File: src/rtl/zigbee_arb_pkg.sv
// ---------------------------------------------------------------------------
// zigbee_arb_pkg : shared types and defaults for chip_path_arbiter
// Rev 1.0
// ---------------------------------------------------------------------------
`default_nettype none

package zigbee_arb_pkg;

  localparam int MAX_LEN_DEFAULT      = 32;
  localparam int GUARD_CYCLES_DEFAULT = 1;
  localparam int GUARD_W              = 4;

  typedef enum logic [1:0] {
    ST_IDLE  = 2'd0,
    ST_GRANT = 2'd1,
    ST_GUARD = 2'd2
  } arb_state_e;

  // On a tie the requester that did not win last time is served.
  function automatic logic rr_pick(input logic [1:0] req, input logic last_winner);
    return (req == 2'b11) ? ~last_winner : req[1];
  endfunction

endpackage

`default_nettype wire

File: src/rtl/chip_path_arbiter_mux211.sv
// ---------------------------------------------------------------------------
// MUX211 : 2:1 single-bit chip multiplexer
// Rev 1.0
// ---------------------------------------------------------------------------
`default_nettype none

module MUX211 (
  input  logic [1:0] inData,
  input  logic       inSel,
  output logic       outData
);

  assign outData = inData[inSel];

endmodule

`default_nettype wire

File: src/rtl/chip_path_arbiter.sv
// ---------------------------------------------------------------------------
// chip_path_arbiter : two-requester round-robin chip-path arbiter with burst
// length limit and guard gap between grants. Rev 1.0
// ---------------------------------------------------------------------------
`default_nettype none

module chip_path_arbiter
  import zigbee_arb_pkg::*;
#(
  parameter int MAX_LEN      = MAX_LEN_DEFAULT,
  parameter int GUARD_CYCLES = GUARD_CYCLES_DEFAULT
) (
  input  logic       inClk,
  input  logic       inResetn,
  input  logic [1:0] inReq,
  input  logic [1:0] inValid,
  input  logic [1:0] inData,
  input  logic [1:0] inLast,
  output logic [1:0] outGnt,
  output logic       outSel,
  output logic       outData,
  output logic       outValid,
  output logic       outTimeout
);

  localparam int                CNT_W      = (MAX_LEN > 1) ? $clog2(MAX_LEN) : 1;
  localparam logic [CNT_W-1:0]  BEAT_FINAL = CNT_W'(MAX_LEN - 1);
  localparam logic [GUARD_W-1:0] GUARD_LOAD = GUARD_W'(GUARD_CYCLES - 1);

  arb_state_e         state_q;
  logic [1:0]         gnt_q;
  logic [1:0]         gnt_d;
  logic               sel_q;
  logic               sel_d;
  logic               last_q;
  logic [CNT_W-1:0]   cnt_q;
  logic [GUARD_W-1:0] guard_q;

  logic in_grant;
  logic sel_valid;
  logic sel_last;
  logic sel_req;
  logic rel_normal;
  logic rel_timeout;
  logic rel_abort;
  logic rel_any;

  assign in_grant  = (state_q == ST_GRANT);
  assign sel_valid = inValid[sel_q];
  assign sel_last  = inLast[sel_q];
  assign sel_req   = inReq[sel_q];

  // Release causes in priority order; a last marker on the final allowed
  // beat counts as a normal release, so the timeout term excludes it.
  assign rel_normal  = in_grant & sel_valid & sel_last;
  assign rel_timeout = in_grant & sel_valid & ~sel_last & (cnt_q == BEAT_FINAL);
  assign rel_abort   = in_grant & ~sel_req;
  assign rel_any     = rel_normal | rel_timeout | rel_abort;

  assign sel_d = rr_pick(inReq, last_q);
  assign gnt_d = sel_d ? 2'b10 : 2'b01;

  always_ff @(posedge inClk or negedge inResetn) begin
    if (!inResetn) begin
      state_q <= ST_IDLE;
      gnt_q   <= 2'b00;
      sel_q   <= 1'b0;
      last_q  <= 1'b1;
      cnt_q   <= '0;
      guard_q <= '0;
    end else begin
      case (state_q)
        ST_IDLE: begin
          if (inReq != 2'b00) begin
            state_q <= ST_GRANT;
            gnt_q   <= gnt_d;
            sel_q   <= sel_d;
            cnt_q   <= '0;
          end
        end
        ST_GRANT: begin
          if (rel_any) begin
            state_q <= ST_GUARD;
            gnt_q   <= 2'b00;
            last_q  <= sel_q;
            guard_q <= GUARD_LOAD;
          end else if (sel_valid) begin
            cnt_q <= cnt_q + 1'b1;
          end
        end
        ST_GUARD: begin
          if (guard_q == '0) begin
            state_q <= ST_IDLE;
          end else begin
            guard_q <= guard_q - 1'b1;
          end
        end
        default: begin
          state_q <= ST_IDLE;
          gnt_q   <= 2'b00;
        end
      endcase
    end
  end

  MUX211 u_mux211 (
    .inData  (inData),
    .inSel   (outSel),
    .outData (outData)
  );

  assign outGnt     = gnt_q;
  assign outSel     = sel_q;
  assign outValid   = in_grant & sel_valid;
  assign outTimeout = rel_timeout;

endmodule

`default_nettype wire

File: config.mk
export PLATFORM = sky130hd
export DESIGN_NAME = chip_path_arbiter
export DESIGN_NICKNAME = d
export VERILOG_FILES = /design/src/rtl/zigbee_arb_pkg.sv /design/src/rtl/chip_path_arbiter_mux211.sv /design/src/rtl/chip_path_arbiter.sv
export SDC_FILE = /design/constraint.sdc
export NUM_CORES = 1
export LEC_CHECK = 0
export CAP_MARGIN = 10
export CORE_MARGIN = 1.5
export CORE_UTILIZATION = 30
export CTS_BUF_LIST = sky130_fd_sc_hd__clkbuf_4 sky130_fd_sc_hd__clkbuf_8 sky130_fd_sc_hd__clkbuf_16
export CTS_CLUSTER_SIZE = 16
export DETAILED_ROUTE_END_ITERATION = 8
export HOLD_SLACK_MARGIN = 0.05
export PLACE_DENSITY = 0.51
export SLEW_MARGIN = 25
export SYNTH_ARGS = -nofsm -noshare
export SYNTH_HDL_FRONTEND = slang
export SYNTH_SLANG_ARGS = --single-unit
File: constraint.sdc
create_clock -name inClk -period 2.65 [get_ports inClk]
set_input_delay 0.53 -clock inClk [delete_from_list [all_inputs] [get_ports inClk]]
set_output_delay 0.53 -clock inClk [all_outputs]
set_load 0.02 [all_outputs]
==> qor.yml, run 1 <==
clocking:
  htree_levels: 1
  clock_latency_ps: 280
  clock_sinks: 15
  ctsResizeCount: 0
  cts_buffers: 3
  cts_tree: "built"
  cts_hold_buf: 0
  clk_pin_slew_ps: 90
  cts-root-buf: "clkbuf_4"
  postCtsSetupBuffers: 0
  clk_path_buf_depth: 2
route:
  ant_nets: 0
  routedWlPerCell_um: 13.1
  via_count: 717
  wl_um: 1770
  viasPerCell: 5.31
  drtIter0Drc: 8
  firstDrtPassIters: 4
  drc: 0
floorplan:
  die_y_um: 55.7
  fp-row-count: 18
  design.core.area_um2: 2540
  die_area_um2: 3110
  initial_core_util_pct: 32.8
  die_width_um: 55.7
  top_level_ports: 16
logic_synthesis:
  synth_fp_nets: 99
  postSynthAreaPerCell_um2: 9.70
  yosysUniqueCellTypes: 28
  netlist_area_um2: 835
  ys_seq_area_share_pct: 45.1
  synth_warnings: 0
  synthCells: 86
  synth-seq-cells: 15
critical_path:
  critPathKind: "input port to output pin"
  critPathMaxFanout: 3
  worstPathArrival_ps: 2000
  start_kind: "input port"
  crit_buf_inv: 2
  cp_cell_sequence: "clkdlybuf4s50_1, mux2i_1, nor2_1, and3_1, clkdlybuf4s50_1"
  end_kind: "output pin"
  cp_common_cell: "clkdlybuf4s50_1"
  slowest_stage: "clkdlybuf4s50_1"
  max_stage_delay_ps: 600
  crit_family: "buffers and inverters"
  crit_required_ps: 2120
global_route:
  overflow: 0
  grt_usage_pct: 12.1
  antenna_found_initial: 0
  grt_pass1_wl_um: 3020
  grt_pass1_vias: 671
  grt_max_degree: 16
power_and_ir_drop:
  seq_power_share_pct: 41.1
  clockPowerShare_pct: 13.9
  cellInternalPower_uw: 601
  p_sw_uw: 409
  p_per_area_nw_per_um2: 967
  power_leakage_uw: 0.000461
  peakVddDrop_v: 0.000442
  switching_share_pct: 40.5
  comb_power_share_pct: 45.0
final_layout:
  seq_area_um2: 377
  fill_cells: 257
  multi_input_area_um2: 413
  final_cells: 135
  final_cell_mix: "15 x clkdlybuf4s50_1, 14 x dfrtp_1, 8 x nand3_1, 8 x nand2_1, 6 x inv_1"
  drive_above_1_share_pct: 8.57
  num_antenna_cells: 0
  nNetsFinal: 119
  area_delta_synth_final_pct: 25.2
  layout_commonest_cell: "clkdlybuf4s50_1"
sta:
  hold_viol: 0
  final-setup-viol-count: 0
  finalCriticalPeriod_ps: 2530
  max_slew_margin_pct: 54.0
  hold_ws_ps: 496
  period_share_pct: 95.6
  worstMarginPinSlew_ps: 687
  maxClockFrequency_ghz: 0.395
  rsz0062_at_grt: "false"
  maxSlewViolCount: 0
  setup_tns_ps: 0
  fin_skew_ps: 2.04
place:
  place_hpwl_um: 1320
  port_buffers: 15
  place.gp.congestion: 0.700
  dp_cells: 131
flow_run:
  maxCapViolations: 0
min_path:
  min_path_type: "register to register"
run_status:
  outcome: "finished, final reports clean"
-- per-layer routing --
layer	wire [um]	track usage (%)	vias to the layer above
met5	0	0	-
met2	821	18.9	16
met3	93	3.26	2
li1	-	-	359
met4	19	6.27	0
met1	839	15.2	340
-- cells in the mapped netlist --
master,count,area (um2)
dfrtp_1,14,350
nand2_1,8,30.0
nand3_1,8,40.0
inv_1,6,22.5
o21ai_0,5,25.0
a31oi_1,4,25.0
mux2i_1,4,40.0
ha_1,3,37.5
nand2b_1,3,18.8
nor3_1,3,15.0
o22ai_1,3,18.8
a21oi_1,2,10.0
a32oi_1,2,17.5
and3_1,2,12.5
buf_6,2,22.5
mux2_2,2,22.5
nor2_1,2,7.51
nor2b_1,2,12.5
or3_1,2,12.5
a2111o_1,1,11.3
a211o_1,1,8.76
a21o_1,1,7.51
dfstp_2,1,26.3
nand3b_1,1,7.51
nor3b_1,1,7.51
o21a_1,1,7.51
o2bb2ai_1,1,8.76
or3b_1,1,8.76
-- flip-flops by register name (all words and copies together), names as in the netlist --
name     cells
last_q       1
outGnt       2
cnt_q        5
guard_q      4
state_q      2
outSel       1
-- path summary, 6_finish.rpt --
check                      slack (ps)  cells after the start                    from                      to
max                               120                      5              inValid[1]              outTimeout
min                               500                      1  guard_q[0]$_DFFE_PN0P_  guard_q[0]$_DFFE_PN0P_
max reg2reg                       610                      6    cnt_q[0]$_DFFE_PN0P_    cnt_q[3]$_DFFE_PN0P_
min reg2reg                       500                      1  guard_q[0]$_DFFE_PN0P_  guard_q[0]$_DFFE_PN0P_
max in group asynchronous        1550                      1                inResetn    cnt_q[2]$_DFFE_PN0P_
min in group asynchronous         660                      1                inResetn   outGnt[1]$_DFFE_PN0P_
-- power by group through the flow --
stage | sequential (uW) | clock [uW] | combinational [uW]
finish | 416 | 140 | 455
global route | 433 | 156 | 510
CTS | 416 | 148 | 461
detailed placement | 421 | 0 | 460
global placement | 419 | 0 | 453
floorplan | 409 | 0 | 328
-- layout make-up --
type	instances	share of cell area (%)
Sequential cell	15	36.0
Multi-Input combinational cell	63	39.5
Tap cell	30	3.59
Timing Repair Buffer	17	15.8
Inverter	6	2.16
Clock buffer	4	2.87
-- kinds of logic after synthesis --
kind of cell | share of synthesized area (%)
AND/OR/NAND/NOR | 20.7
multiplexers | 7.50
flip-flops | 45.1
adder cells (fa/ha/maj) | 4.50
AO/OA/AOI/OAI | 16.8
buffers and inverters | 5.40
-- per-stage QoR --
stage	worst slack [ps]	cell area, um2	utilization [%]	total power [uW]
2_1_floorplan	660	835	-	737
3_3_place_gp	173	1010	39.9	872
3_5_place_dp	121	1010	39.9	881
4_1_cts	115	1040	41.1	1020
5_1_grt	34.4	1040	41.1	1100
6_report	117	1040	41.1	1010
Power figures use the tool's default switching activity.
==> inputs of run 2 (changes only) <==
--- a/config.mk
+++ b/config.mk
@@ -6,13 +6,13 @@
 export NUM_CORES = 1
 export LEC_CHECK = 0
 export CAP_MARGIN = 10
-export CORE_MARGIN = 1.5
 export CORE_UTILIZATION = 30
 export CTS_BUF_LIST = sky130_fd_sc_hd__clkbuf_4 sky130_fd_sc_hd__clkbuf_8 sky130_fd_sc_hd__clkbuf_16
 export CTS_CLUSTER_SIZE = 16
 export DETAILED_ROUTE_END_ITERATION = 8
 export HOLD_SLACK_MARGIN = 0.05
 export PLACE_DENSITY = 0.51
+export REMOVE_ABC_BUFFERS = 1
 export SLEW_MARGIN = 25
 export SYNTH_ARGS = -nofsm -noshare
 export SYNTH_HDL_FRONTEND = slang
==> constraint.sdc (replaced) <==
create_clock -name inClk -period 3.11 [get_ports inClk]
set_input_delay 0.622 -clock inClk [delete_from_list [all_inputs] [get_ports inClk]]
set_output_delay 0.622 -clock inClk [all_outputs]
set_load 0.02 [all_outputs]
==> run 2 against run 1 <==
Compared with the run above:
- core utilization decreased by 0.59 points
- routed wire length decreased by 1.6%
- critical path depth stayed put
==> qor.yml, run 2 (synthesized netlist as in run 1, its figures left out) <==
clocking:
  clock_sinks: 15  # unchanged
  clk_pin_slew_ps: 80  # about the same
  cts_buffers: 3  # unchanged
  postCtsSetupBuffers: 0  # unchanged
  cts_tree: "built"
  htree_levels: 1  # unchanged
  clock_latency_ps: 290  # about the same
  ctsResizeCount: 0  # unchanged
  cts-root-buf: "clkbuf_4"
  clk_path_buf_depth: 2  # unchanged
  cts_hold_buf: 0  # unchanged
global_route:
  grt_pass1_vias: 653  # -2.7%
  overflow: 0  # unchanged
  antenna_found_initial: 0  # unchanged
  grt_max_degree: 16  # unchanged
  grt_usage_pct: 14.2  # +2.1 points
  grt_pass1_wl_um: 2920  # -3.4%
floorplan:
  fp-row-count: 18  # unchanged
  design.core.area_um2: 2540  # unchanged
  initial_core_util_pct: 32.8  # unchanged
  die_y_um: 54.7  # -1.8%
  top_level_ports: 16  # unchanged
  die_width_um: 54.7  # -1.8%
  die_area_um2: 3000  # -3.6%
sta:
  setup_tns_ps: 0  # unchanged
  final-setup-viol-count: 0  # unchanged
  rsz0062_at_grt: "false"
  fin_skew_ps: 6.21  # +4.17 ps
  worstMarginPinSlew_ps: 697  # +9.87 ps
  maxClockFrequency_ghz: 0.372
  period_share_pct: 86.5
  max_slew_margin_pct: 53.4  # -0.66 points
  finalCriticalPeriod_ps: 2690
  hold_viol: 0  # unchanged
  maxSlewViolCount: 0  # unchanged
critical_path:
  critPathKind: "input port to output pin"
  max_stage_delay_ps: 590  # about the same
  critPathMaxFanout: 3  # unchanged
  slowest_stage: "clkdlybuf4s50_1"
  end_kind: "output pin"
  cp_cell_sequence: "clkdlybuf4s50_1, mux2i_1, nor2_1, and3_1, clkdlybuf4s50_1"
  start_kind: "input port"
  cp_common_cell: "clkdlybuf4s50_1"
  reg2regPathDepth: 6  # unchanged
  crit_required_ps: 2490  # +370 ps
  worstPathArrival_ps: 2070  # +70 ps
power_and_ir_drop:
  power_uw: 864  # -14%
  peakVddDrop_v: 0.000486  # +9.9%
  p_per_area_nw_per_um2: 839  # -13%
  power_leakage_uw: 0.000452  # -2.1%
route:
  ant_nets: 0  # unchanged
  drtIter0Drc: 5  # -3
  wl_um: 1740  # -1.6%
  firstDrtPassIters: 3  # -1
  drc: 0  # unchanged
  routedWlPerCell_um: 13.1  # -0.16%
  via_count: 698  # -2.6%
  viasPerCell: 5.25  # -1.2%
run_status:
  outcome: "finished, final reports clean"
final_layout:
  fill_cells: 260  # +1.2%
  layout_commonest_cell: "clkdlybuf4s50_1"
  num_antenna_cells: 0  # unchanged
  final_cell_mix: "15 x clkdlybuf4s50_1, 14 x dfrtp_1, 8 x nand3_1, 8 x nand2_1, 6 x inv_1"
  nNetsFinal: 117  # -1.7%
  reg.largest.list: "cnt_q x5, guard_q x4"
  largest_register_ffs: 5  # unchanged
  area_delta_synth_final_pct: 23.4
  top_register: "cnt_q"
  drive_above_1_share_pct: 6.80  # -1.8 points
  final_cells: 133  # -1.5%
place:
  place_hpwl_um: 1290  # -2.1%
  dp_cells: 129  # -1.5%
  place.gp.congestion: 0.692  # -1.1%
  port_buffers: 15  # unchanged
min_path:
  min_path_cells: 1  # unchanged
  min_path_type: "register to register"
flow_run:
  maxCapViolations: 0  # unchanged
## run 2: cell count changes in the layout (fill, tap and decap cells not counted)
cell / delta
buf_4: -2
## run 2: per-stage QoR
stage,hold slack (ps),setup slack [ps],util [%],instance area (um2)
2_1_floorplan,326,1080,-,812
6_report,497,420,40.5,1030
3_3_place_gp,487,415,39.3,1000
3_5_place_dp,489,403,39.3,1000
4_1_cts,502,400,40.5,1030
5_1_grt,532,310,40.5,1030
## run 2: worst max-delay path, delay by kind of cell
kind | cells | cell delay (ps)
buffers and inverters | 2 | 1050
AND/OR/NAND/NOR | 2 | 290
multiplexers | 1 | 100
## run 2: layout make-up
type	count	area, um2	share of cell area (%)
well taps	30	37.5	3.65
inverters	6	22.5	2.19
clock buffers	4	30.0	2.92
flip-flops and latches	15	377	36.6
repair buffers	15	150	14.6
multi-input cells	63	413	40.1
## run 2: worst paths after layout
path	slack, ps	from	end
hold / removal	500	guard_q[0]$_DFFE_PN0P_	guard_q[0]$_DFFE_PN0P_
min in group asynchronous	750	inResetn	outSel$_DFFE_PN0P_
max in group asynchronous	1920	inResetn	cnt_q[1]$_DFFE_PN0P_
setup reg to reg	1070	cnt_q[0]$_DFFE_PN0P_	cnt_q[3]$_DFFE_PN0P_
setup / recovery	420	inValid[0]	outTimeout
hold reg to reg	500	guard_q[0]$_DFFE_PN0P_	guard_q[0]$_DFFE_PN0P_
## run 2: layer usage
metal	wire [um]	vias up	GRT usage [%]
met5	0	-	0
met4	14	0	3.85
met3	100	2	5.83
met2	782	14	22.5
met1	845	330	17.5
li1	-	352	-
## run 2: report_power, final
part | total, uW | switching (uW) | internal [uW]
clock | 123 | 64.0 | 58.6
combinational | 387 | 205 | 182
sequential | 355 | 84.1 | 271
total | 864 | 353 | 512
==> inputs of run 3 (changes only) <==
--- a/config.mk
+++ b/config.mk
@@ -8,6 +8,7 @@
 export CAP_MARGIN = 10
 export CORE_UTILIZATION = 30
 export CTS_BUF_LIST = sky130_fd_sc_hd__clkbuf_4 sky130_fd_sc_hd__clkbuf_8 sky130_fd_sc_hd__clkbuf_16
+export CTS_CLUSTER_DIAMETER = 80
 export CTS_CLUSTER_SIZE = 16
 export DETAILED_ROUTE_END_ITERATION = 8
 export HOLD_SLACK_MARGIN = 0.05
==> results of run 3 <==
The final DEF is identical to that of run 2; final timing and power are the same.
